===== config.mk =====
export PLATFORM = sky130hd
export DESIGN_NAME = coef_bank
export DESIGN_NICKNAME = d
export VERILOG_FILES = /design/src/rtl/coef_bank.sv
export SDC_FILE = /design/constraint.sdc
export NUM_CORES = 1
export LEC_CHECK = 0
export ABC_AREA = 1
export CAP_MARGIN = 20
export CORE_UTILIZATION = 35
export CTS_CLUSTER_DIAMETER = 150
export DETAILED_ROUTE_END_ITERATION = 6
export MAX_ROUTING_LAYER = met4
export PLACE_DENSITY = 0.6
export SETUP_SLACK_MARGIN = 0.5
export SYNTH_ARGS = -nofsm -noshare
export SYNTH_HDL_FRONTEND = slang
export SYNTH_SLANG_ARGS = --single-unit

===== constraint.sdc =====
create_clock -name clk -period 2.3 [get_ports clk]
set_clock_uncertainty 0.1 [all_clocks]
set_input_delay 0.46 -clock clk [delete_from_list [all_inputs] [get_ports clk]]
set_output_delay 0.46 -clock clk [all_outputs]
set_load 0.05 [all_outputs]

===== src/rtl/coef_bank.sv =====
// Double-buffered coefficient RAM: the host edits the shadow bank and the DSP reads the active bank.
// A commit swaps the banks at a frame boundary, then a copy engine refreshes the new shadow bank.
//
// state | meaning
// IDLE  | no copy running; a pending commit swaps banks on frame_sync
// COPY  | refreshing the shadow bank from the active bank, one word per free cycle
module coef_bank #(
  parameter int WORD_WIDTH = 8,
  parameter int ADDR_WIDTH = 2
) (
  input  logic                  clk,
  input  logic                  reset,
  input  logic [ADDR_WIDTH-1:0] wr_addr,
  input  logic [WORD_WIDTH-1:0] wr_data,
  input  logic                  wr_enable,
  input  logic [ADDR_WIDTH-1:0] rd_addr,
  output logic [WORD_WIDTH-1:0] rd_data,
  input  logic [ADDR_WIDTH-1:0] dsp_addr,
  output logic [WORD_WIDTH-1:0] dsp_data,
  input  logic                  frame_sync,
  input  logic                  commit_req,
  output logic                  commit_pending,
  output logic                  copy_busy,
  output logic                  active_bank
);

  localparam int NUM_ADDRS = 1 << ADDR_WIDTH;

  typedef enum logic {IDLE, COPY} state_t;

  state_t                  state_q, state_d;
  logic                    active_q, active_d;
  logic                    pending_q, pending_d;
  logic [ADDR_WIDTH-1:0]   copy_addr_q, copy_addr_d;
  logic [NUM_ADDRS-1:0]    dirty_q, dirty_d;
  logic [WORD_WIDTH-1:0]   rd_data_q, dsp_data_q;
  logic                    swap;
  logic                    copy_we;
  logic                    shadow;

  // Contents come up zeroed at configuration and survive reset.
  logic [WORD_WIDTH-1:0]   mem_q [2][NUM_ADDRS] = '{default: '0};

  assign shadow = ~active_q;

  always_comb begin
    state_d     = state_q;
    active_d    = active_q;
    pending_d   = pending_q | commit_req;
    copy_addr_d = copy_addr_q;
    dirty_d     = dirty_q;
    copy_we     = 1'b0;
    swap        = frame_sync & pending_q & (state_q == IDLE);

    if (wr_enable && !swap) begin
      dirty_d[wr_addr] = 1'b1;
    end

    case (state_q)
      IDLE: begin
        if (swap) begin
          state_d     = COPY;
          active_d    = ~active_q;
          pending_d   = commit_req;
          copy_addr_d = '0;
          dirty_d     = '0;
        end
      end
      COPY: begin
        // A host write owns the shadow port this cycle, so the copy stalls.
        if (!wr_enable) begin
          copy_we     = ~dirty_q[copy_addr_q];
          copy_addr_d = copy_addr_q + 1'b1;
          if (copy_addr_q == '1) begin
            state_d = IDLE;
          end
        end
      end
      default: state_d = IDLE;
    endcase
  end

  always_ff @(posedge clk) begin
    if (reset) begin
      state_q     <= IDLE;
      active_q    <= 1'b0;
      pending_q   <= 1'b0;
      copy_addr_q <= '0;
      dirty_q     <= '0;
      rd_data_q   <= '0;
      dsp_data_q  <= '0;
    end else begin
      state_q     <= state_d;
      active_q    <= active_d;
      pending_q   <= pending_d;
      copy_addr_q <= copy_addr_d;
      dirty_q     <= dirty_d;
      rd_data_q   <= mem_q[shadow][rd_addr];
      dsp_data_q  <= mem_q[active_q][dsp_addr];
    end
  end

  // In the swap cycle shadow still names the bank about to go live.
  always_ff @(posedge clk) begin
    if (!reset) begin
      if (wr_enable) begin
        mem_q[shadow][wr_addr] <= wr_data;
      end else if (copy_we) begin
        mem_q[shadow][copy_addr_q] <= mem_q[active_q][copy_addr_q];
      end
    end
  end

  assign rd_data        = rd_data_q;
  assign dsp_data       = dsp_data_q;
  assign commit_pending = pending_q;
  assign copy_busy      = (state_q == COPY);
  assign active_bank    = active_q;

endmodule


==> results of run 1 <==
==> placed cells by master, fill, tap and decap left out, types with 2 or more instances in the layout <==
cell type and n:
nand2_1 185, nand3_1 110, nor2_1 82, edfxtp_1 64
o21ai_0 34, buf_4 24, dfxtp_1 23, dlygate4sd2_1 18
a21oi_1 17, inv_1 15, clkdlybuf4s50_1 15, clkbuf_16 9
a21oi_4 8, nand2_2 7, buf_12 5, nor2_4 4
nand3_4 4, buf_6 4, clkinvlp_4 3, nor2_2 3
ha_1 3, dfxtp_2 3, nand2_4 2, nand4_1 2
inv_8 2, clkinv_4 2
==> kinds of logic after synthesis <==
logic type	synth area share
compound gates	0.06521
flops	0.5133
simple gates	0.3629
buf+inv	0.04812
fa+ha+maj	0.01052
==> sequential cells by signal (all words and copies together), names as in the netlist, named ones only <==
register and flops:
active_bank 1, commit_pending 1, copy_addr_q 2, copy_busy 1, dirty_q 4, dsp_data 8, mem_q 64, rd_data 8
==> report_power, final <==
part	total (mW)	leakage, nW	internal [mW]	switching [mW]
combinational	0.626	1.46	0.187	0.439
clock	1.47	0.143	0.765	0.708
sequential	1.81	0.795	1.78	0.0215
==> worst max-delay path by stage <==
stage	to	depth (start not counted)	startpoint
after floorplan	mem_q[0][0]	4	wr_enable
after global placement	mem_q[0][27]	5	wr_enable
after detailed placement	mem_q[0][23]	5	wr_enable
after CTS	commit_pending	1	commit_pending
after global routing	mem_q[1][27]	6	copy_addr_q[0]
final	mem_q[1][27]	6	copy_addr_q[0]
==> final cells by class <==
cell class,instances,area (sq um),share of cell area
repair buffers,70,675.6,0.1133
clock buffers,9,225.2,0.03777
flip-flops and latches,90,2446,0.4102
inverters,19,78.83,0.01322
clock inverters,7,72.57,0.01217
well taps,176,220.2,0.03693
multi-input cells,466,2245,0.3764
==> metrics by stage <==
stage / worst slack, ps / setup TNS (ps) / cell area, sq um / cells
CTS: 477.4 / 0 / 5833 / 832
detailed placement: -122.6 / -5304 / 5482 / 813
floorplan: 412.5 / 0 / 4851 / 607
global placement: -155.3 / -8183 / 5482 / 813
finish: 545.2 / 0 / 5963 / 837
global route: 481.8 / 0 / 5963 / 837
==> layer usage <==
layer	track usage	vias up
li1	-	2135
met1	0.3174	2108
met2	0.3673	273
met3	0.04054	41
met4	0.08623	0
met5	-	-
==> worst max-delay path: stages (launching register included) <==
cell and delay (ps):
dfxtp_1 320, buf_4 160, nand2_1 90, nand3_2 110
nand2_4 160, nand3_4 160, a21oi_4 330
==> Yosys cell counts <==
| master | number | area share |
|---|---|---|
| nand3_2 | 4 | 0.0084 |
| inv_1 | 17 | 0.013 |
| a21oi_1 | 25 | 0.026 |
| o31ai_1 | 1 | 0.0016 |
| inv_2 | 1 | 0.00079 |
| nor2_4 | 4 | 0.0095 |
| buf_1 | 1 | 0.00079 |
| a211oi_1 | 1 | 0.0016 |
| edfxtp_1 | 64 | 0.40 |
| ha_1 | 4 | 0.011 |
| nor3_4 | 1 | 0.0034 |
| nand2_4 | 1 | 0.0024 |
| nand2_2 | 1 | 0.0013 |
| nand2_1 | 192 | 0.15 |
| nand3_1 | 111 | 0.12 |
| clkbuf_1 | 8 | 0.0063 |
| buf_2 | 21 | 0.022 |
| buf_4 | 1 | 0.0016 |
| nand4_1 | 2 | 0.0026 |
| clkinv_1 | 1 | 0.00079 |
| dfxtp_1 | 26 | 0.11 |
| nor2_1 | 85 | 0.067 |
| o21ai_0 | 34 | 0.036 |
| buf_6 | 1 | 0.0024 |
==> repair_timing <==
action,in CTS,in global routing
setup endpoints to repair,147,133
hold endpoints to repair,0,0
pin swaps,3,6
resized for setup,30,23
buffers inserted,3,5
hold buffers,0,0
==> impl_metrics.csv, run 1 <==
group,metric,value,unit
grt,grt_pass1_vias,4237,
critical_path,rr_startpoint,"copy_addr_q[0]",
critical_path,path_max_fanout,8,
critical_path,critical_path_arrival,1680,ps
cells_and_area,syn_to_final_growth,25.32,%
detailed_routing,wl_per_cell,18.75,microns
critical_path,path_class,"flop to flop",
detailed_routing,wl_met2,7.091,mm
run_status,status,"complete, no violations",
synth,syn-num-nets,630,
grt,overflow,0,
cells_and_area,post-route-util,0.4503,
timing,fin_crit_sh,0.7629,
critical_path,rr_endpoint,"mem_q[1][27]",
die,floorplan.rows,42,
detailed_routing,viasPerCell,5.444,
detailed_routing,first_pass_iters,6,
die,core_area,13240,sq um
power,ir_drop,0.3421,mV
cells_and_area,drive_gt1_frac,0.1331,
die,die_w,118.6,microns
detailed_routing,drtIter0Drc,708,
synth,ys_types,24,
detailed_routing,num_vias,4557,
critical_path,critPathCaptureType,"flop",
flow_run,maxCapViolations,0,
cells_and_area,fill_cells,1328,
detailed_routing,drc,0,
die,initial_core_util,0.3593,
clock_network,clk_pin_slew,70,ps
cells_and_area,fin_nets,679,
grt,antenna_found_initial,0,
critical_path,r2r_cells,6,
timing,whs,353.5,ps
placed_design,gp_congestion,0.9054,
worst_hold_path,hp-start,"dirty_q[0]",
synth,syn-instance-count,607,
timing,rsz0062_at_grt,"true",
synth,syn_area,4758,sq um
timing,timing.slew.headroom,0.5944,
critical_path,worstPathRequired,2230,ps
power,power.density,654.7,nW/um^2
power,p_leak,2.401,nW
clock_network,clk_path_buf_depth,2,
synth,synth-warning-count,0,
clock_network,htree_levels,3,
clock_network,clock_latency,360,ps
die,pin_count,38,
die,die_h,118.6,microns
clock_network,cts_root_buffer,"clkbuf_16",
worst_hold_path,holdPathStages,2,
worst_hold_path,hold_class,"flop to flop",
detailed_routing,dr_wl_met3,1.575,mm
grt,grt_pass1_wl,24.04,mm
clock_network,cts_tree,"done",
placed_design,port_buffers,37,
synth,synth-seq-area-share,0.5133,
clock_network,cts_buffers,9,
synth,avgSynthCellArea,7.839,sq um
timing,final_hold_viol_count,0,
worst_hold_path,hold_end,"dirty_q[0]",
timing,drv_slew,0,
synth,ys_seq_elements,90,
timing,max_freq,0.5699,GHz
clock_network,clock-sinks,90,
grt,grt_max_degree,40,
detailed_routing,wl_met1,6.570,mm
critical_path,regToRegSetupSlack,550,ps
critical_path,worstSetupStartpointType,"flop",
detailed_routing,postRouteWirelength,15.70,mm
timing,setup_viol,0,
timing,fin_crit,1755,ps
power,power,3.904,mW
placed_design,hpwl,11.43,mm
cells_and_area,n_antenna_cell,0,
detailed_routing,top_layer,"met4",
timing,tightest_slew,606.5,ps
grt,track_usage,0.2392,
die,die-area,14070,sq um
detailed_routing,detail-route-antenna-nets,0,
No activity file was read; power rests on OpenSTA's default activity.
==> run 2: changes to the inputs <==
Settings changed: PLACE_DENSITY 0.6 to 0.61.
Clock period 2.3 ns to 1.5 ns, I/O delays scaled along.
==> impl_metrics.csv, run 2 (synthesis gave the netlist of run 1 again) <==
group,metric,value,unit
cells_and_area,n_antenna_cell,0,
detailed_routing,num_vias,5042,
clock_network,cts_buffers,9,
detailed_routing,drc,0,
critical_path,rr_endpoint,"mem_q[1][22]",
worst_hold_path,hold_class,"input port to flop",
grt,antenna_found_initial,0,
power,ir_drop,0.4818,mV
worst_hold_path,hold_end,"dirty_q[3]",
grt,grt.met3_usage,0.04633,
detailed_routing,drtIter0Drc,424,
timing,rsz0062_at_grt,"true",
power,power,7.081,mW
timing,fin_crit,1625,ps
detailed_routing,first_pass_iters,7,
die,die_h,118.6,microns
timing,tightest_slew,318.3,ps
detailed_routing,wl_per_cell,19.80,microns
timing,fin_crit_sh,1.083,
placed_design,gp_congestion,0.9428,
worst_hold_path,hp-start,"wr_addr[1]",
critical_path,critPathCaptureType,"flop",
cells_and_area,fin_nets,774,
critical_path,worstPathRequired,1410,ps
clock_network,htree_levels,3,
grt,grt_max_degree,33,
critical_path,path_class,"flop to flop",
timing,max_freq,0.6155,GHz
grt,use_met1,0.3362,
run_status,status,"finished, violations left",
detailed_routing,viasPerCell,5.410,
die,die_w,118.6,microns
placed_design,hpwl,12.51,mm
grt,grt.busiest_layer,"met2",
die,core_area,13240,sq um
flow_run,maxCapViolations,0,
grt,grt_pass1_wl,28.15,mm
die,floorplan.rows,42,
timing,drv_slew,0,
critical_path,critical_path_arrival,1540,ps
clock_network,clk_path_buf_depth,2,
detailed_routing,detail-route-antenna-nets,0,
critical_path,worstSetupStartpointType,"flop",
grt,track_usage,0.2766,
clock_network,clock-sinks,90,
timing,setup_ws,-124.8,ps
die,pin_count,38,
critical_path,worstPathCellList,"inv_4, nor3_4, buf_12, nand3_4, a21oi_4",
cells_and_area,layout_common_cells,"nand2_1, buf_4, edfxtp_1",
cells_and_area,syn_to_final_growth,75.76,%
timing,timing.slew.headroom,0.7873,
critical_path,critPathTopFamily,"flip-flops",
grt,use_met2,0.4455,
critical_path,path_max_fanout,8,
timing,final_hold_viol_count,0,
worst_hold_path,holdPathStages,3,
timing,setup_viol,128,
cells_and_area,largest_reg_flops,64,
critical_path,slowest_delay,360,ps
cells_and_area,drive_gt1_frac,0.5291,
detailed_routing,postRouteWirelength,18.45,mm
clock_network,cts_tree,"done",
clock_network,clock_latency,340,ps
die,die-area,14070,sq um
cells_and_area,top_register,"mem_q",
placed_design,port_buffers,37,
die,initial_core_util,0.3593,
timing,whs,334.5,ps
clock_network,clk_pin_slew,70,ps
power,p_leak,3.349,nW
critical_path,cp_num_buf_inv,2,
critical_path,worst_path_max_delay_cell,"dfxtp_4",
power,power.density,846.6,nW/um^2
cells_and_area,post-route-util,0.6315,
clock_network,cts_root_buffer,"clkbuf_16",
cells_and_area,final_common_cell,"nand2_1",
critical_path,rr_startpoint,"copy_busy",
run_status,violations,"negative setup slack",
critical_path,regToRegSetupSlack,-120,ps
critical_path,r2r_cells,5,
grt,grt_pass1_vias,5018,
grt,overflow,0,
run 2: changes by cell type in the layout (fill, tap and decap cells not counted), moves of 20 or more:
cell	before	now
nand2_1	185	119
nand3_1	110	54
buf_4	24	76
nand3_2	1	48
nand2_2	7	47
nor2_1	82	46
o21ai_0	34	2
buf_12	5	36
o21ai_1	0	28
nand2_4	2	26
buf_6	4	26
nor2_4	4	24
run 2: metrics by stage:
step / cell area [sq um] / setup slack, ps / TNS (ps) / cells
floorplan: 5235 / -365.3 / -32850 / 607
global placement: 6566 / -613.2 / -78610 / 891
detailed placement: 6566 / -632.4 / -79530 / 891
CTS: 7995 / -138.9 / -11630 / 930
global route: 8363 / -172.3 / -16770 / 932
finish: 8363 / -124.8 / -10040 / 932
run 2: where the power goes:
| group | internal [mW] | switching [mW] | leakage [nW] |
|---|---|---|---|
| logic | 0.734 | 0.888 | 2.38 |
| clock network | 1.64 | 0.995 | 0.163 |
| registers | 2.74 | 0.0814 | 0.802 |
| total | 5.12 | 1.96 | 3.35 |
run 2: worst reg2reg max path, delay by kind of cell, from the launching register on:
kind	cells	cell delay, ps
AO/OA/AOI/OAI	1	320
buffers and inverters	2	200
flip-flops	1	360
AND/OR/NAND/NOR	2	310
run 2: area by class of cell:
cell class              instances  area (sq um)
flip-flops and latches         90          2485
multi-input cells             466          3202
clock buffers                   9         225.2
clock inverters                 7         122.6
inverters                      19         102.6
repair buffers                165          2006
fillers                      1075          4880
well taps                     176         220.2
run 2: repair_timing:
item	in CTS	in global routing
cloned	9	0
hold buffers	0	0
gates resized for setup	209	78
pin swaps	82	66
endpoints found under the setup margin	173	173
buffers inserted	14	2
run 2: worst max path at each step:
| stage | to | depth (start not counted) | start | slack [ps] |
|---|---|---|---|---|
| 6_report | mem_q[1][22] | 5 | copy_busy | -120 |
| 5_1_grt | mem_q[0][8] | 6 | copy_addr_q[0] | -170 |
| 4_1_cts | mem_q[1][16] | 6 | copy_addr_q[0] | -140 |
| 3_5_place_dp | mem_q[0][5] | 6 | wr_enable | -630 |
| 3_3_place_gp | mem_q[0][16] | 6 | wr_enable | -610 |
| 2_1_floorplan | mem_q[0][0] | 4 | copy_busy | -370 |
run 2: per-layer routing:
metal | wire length (microns) | vias up | share of wire
met1 | 7425 | 2421 | 0.40
met2 | 8922 | 216 | 0.48
met3 | 1285 | 64 | 0.070
met5 | 0 | - | 0
met4 | 816 | 0 | 0.044
li1 | - | 2341 | -
==> run 3: changes to the inputs <==
Settings changed: CORE_UTILIZATION 35 to 29, PLACE_DENSITY 0.61 to 0.54, REMOVE_ABC_BUFFERS set to 1.
==> impl_metrics.csv, run 3 (synthesis gave the netlist of run 1 again) <==
group,metric,value,unit
cells_and_area,seq_area,2482,sq um
worst_hold_path,hold_class,"input port to flop",
cells_and_area,syn_to_final_growth,87.83,%
timing,max_freq,0.6115,GHz
clock_network,clk_pin_slew,70,ps
grt,grt_pass1_vias,5212,
grt,overflow,0,
run_status,status,"finished, violations left",
power,switching_share,0.3046,
grt,use_met1,0.2871,
detailed_routing,wl_per_cell,20.71,microns
power,power_frac_seq,0.415,
placed_design,dp.cells,935,
timing,final_hold_viol_count,0,
grt,grt.busiest_layer,"met2",
grt,grt_max_degree,17,
placed_design,port_buffers,37,
critical_path,startpoint,"copy_addr_q[0]",
die,floorplan.rows,46,
clock_network,htree_levels,3,
power,share_comb_of_total_power,0.276,
timing,whs,206.0,ps
detailed_routing,drtIter0Drc,440,
critical_path,cp.depth,7,
critical_path,regToRegSetupSlack,-140,ps
grt,track_usage,0.2489,
cells_and_area,largest_reg_flops,64,
timing,setup_viol,129,
die,die-area,16920,sq um
clock_network,cts_root_buffer,"clkbuf_16",
power,cell_internal_pwr,4.702,mW
die,core_area,15940,sq um
timing,rsz0062_at_grt,"true",
power,ir_drop,0.5545,mV
timing,setup_ws,-135.3,ps
critical_path,worstPathCellList,"buf_6, nand2_4, nand3_4, nand2_8, nand3_4, a21oi_4, buf_6",
worst_hold_path,holdPathStages,3,
timing,tightest_slew,408.7,ps
detailed_routing,viasPerCell,5.335,
power,p_switching,2.060,mW
cells_and_area,n_antenna_cell,0,
critical_path,critPathTopFamily,"simple AND/OR/NAND/NOR gates",
grt,grt_pass1_wl,29.15,mm
flow_run,maxCapViolations,0,
grt,antenna_found_initial,0,
critical_path,slowest_delay,360,ps
die,pin_count,38,
die,die_w,130.1,microns
clock_network,cts_tree,"done",
critical_path,worst_path_max_delay_cell,"dfxtp_4",
worst_hold_path,hp-start,"reset",
critical_path,r2r_cells,7,
placed_design,place_ws,-589.9,ps
critical_path,path_class,"flop to flop",
detailed_routing,postRouteWirelength,20.42,mm
critical_path,path_max_fanout,8,
timing,timing.setup.tns,-9330,ps
detailed_routing,num_vias,5260,
timing,fin_crit_sh,1.090,
cells_and_area,final_common_cell,"nand2_1",
timing,fin_crit,1635,ps
placed_design,gp_congestion,0.9110,
critical_path,cp_num_buf_inv,2,
detailed_routing,detail-route-antenna-nets,0,
clock_network,clock-sinks,90,
power,p_leak,3.529,nW
placed_design,hpwl,12.11,mm
detailed_routing,first_pass_iters,5,
grt,grt.met3_usage,0.04141,
critical_path,rr_endpoint,"mem_q[0][2]",
timing,timing.slew.headroom,0.7267,
critical_path,crit_end,"mem_q[0][2]",
detailed_routing,drc,0,
critical_path,rr_startpoint,"copy_addr_q[0]",
power,p_clk_frac,0.309,
cells_and_area,multi_input_area,3578,sq um
cells_and_area,layout_common_cells,"nand2_1, nand2_2, nand3_2",
cells_and_area,drive_gt1_frac,0.6494,
timing,drv_slew,0,
clock_network,cts_buffers,9,
critical_path,worstSetupStartpointType,"flop",
run_status,violations,"negative setup slack",
clock_network,ctsHoldBuffers,0,
critical_path,critical_path_arrival,1600,ps
die,die_h,130.1,microns
critical_path,worstPathRequired,1460,ps
power,power.density,756.6,nW/um^2
cells_and_area,fin_cells,986,
die,initial_core_util,0.2985,
cells_and_area,fin_nets,788,
critical_path,critPathCaptureType,"flop",
power,power,6.762,mW
grt,use_met2,0.4049,
cells_and_area,fill_cells,1317,
clock_network,clock_latency,360,ps
clock_network,clk_path_buf_depth,2,
cells_and_area,top_register,"mem_q",
[run 3: cell types whose count changed in the layout (fill, tap and decap cells not counted), moves of 11 or more]
cell	change
nand2_2	+28
o21ai_2	+18
nor2_4	-16
o21ai_1	-25
nand2_1	-40
nand3_2	+27
nand2_4	+11
nand3_1	-32
a21oi_2	+11
buf_6	+17
nor2_1	+12
[run 3: worst min path at each step]
| stage | endpoint | slack [ps] |
|---|---|---|
| 3_5_place_dp | dirty_q[3] | 350 |
| 4_1_cts | dirty_q[3] | 360 |
| 2_1_floorplan | copy_busy | 270 |
| 3_3_place_gp | dirty_q[1] | 340 |
| 6_report | commit_pending | 210 |
| 5_1_grt | copy_busy | 220 |
[run 3: metal layers]
layer	vias up	part of all wire
met5	-	0
met3	90	0.067
met2	268	0.50
li1	2365	-
met4	0	0.056
met1	2537	0.38
[run 3: through the flow]
step / area [sq um] / util
floorplan: 4601 / -
global placement: 6347 / 0.3981
detailed placement: 6347 / 0.3981
CTS: 8035 / 0.5040
global route: 8937 / 0.5606
finish: 8937 / 0.5606
[run 3: area by class of cell]
cell class / instances / share of cell area
Tap cell: 216 / 0.03024
Inverter: 19 / 0.01106
Timing Repair Buffer: 179 / 0.2517
Multi-Input combinational cell: 466 / 0.4004
Clock buffer: 12 / 0.02646
Sequential cell: 90 / 0.2778
Clock inverter: 4 / 0.002380
[run 3: worst reg2reg max path, stage by stage, from the launching register on]
cell	delay (ps)
dfxtp_4	360
buf_6	140
nand2_4	60
nand3_4	90
nand2_8	130
nand3_4	130
a21oi_4	170
buf_6	170
[run 3: repair_timing]
item	in CTS	in global routing
resized for setup	316	203
endpoints found under the setup margin	173	173
setup buffers	19	4
pin swaps	83	62
gates cloned	11	1
[run 3: power groups by stage]
stage / sequential [mW] / clock (mW) / combinational (mW)
floorplan: 2.98 / 0 / 0.358
global placement: 2.84 / 0 / 1.16
detailed placement: 2.84 / 0 / 1.17
CTS: 2.80 / 2.10 / 1.62
global route: 2.81 / 2.21 / 1.94
finish: 2.81 / 2.09 / 1.86
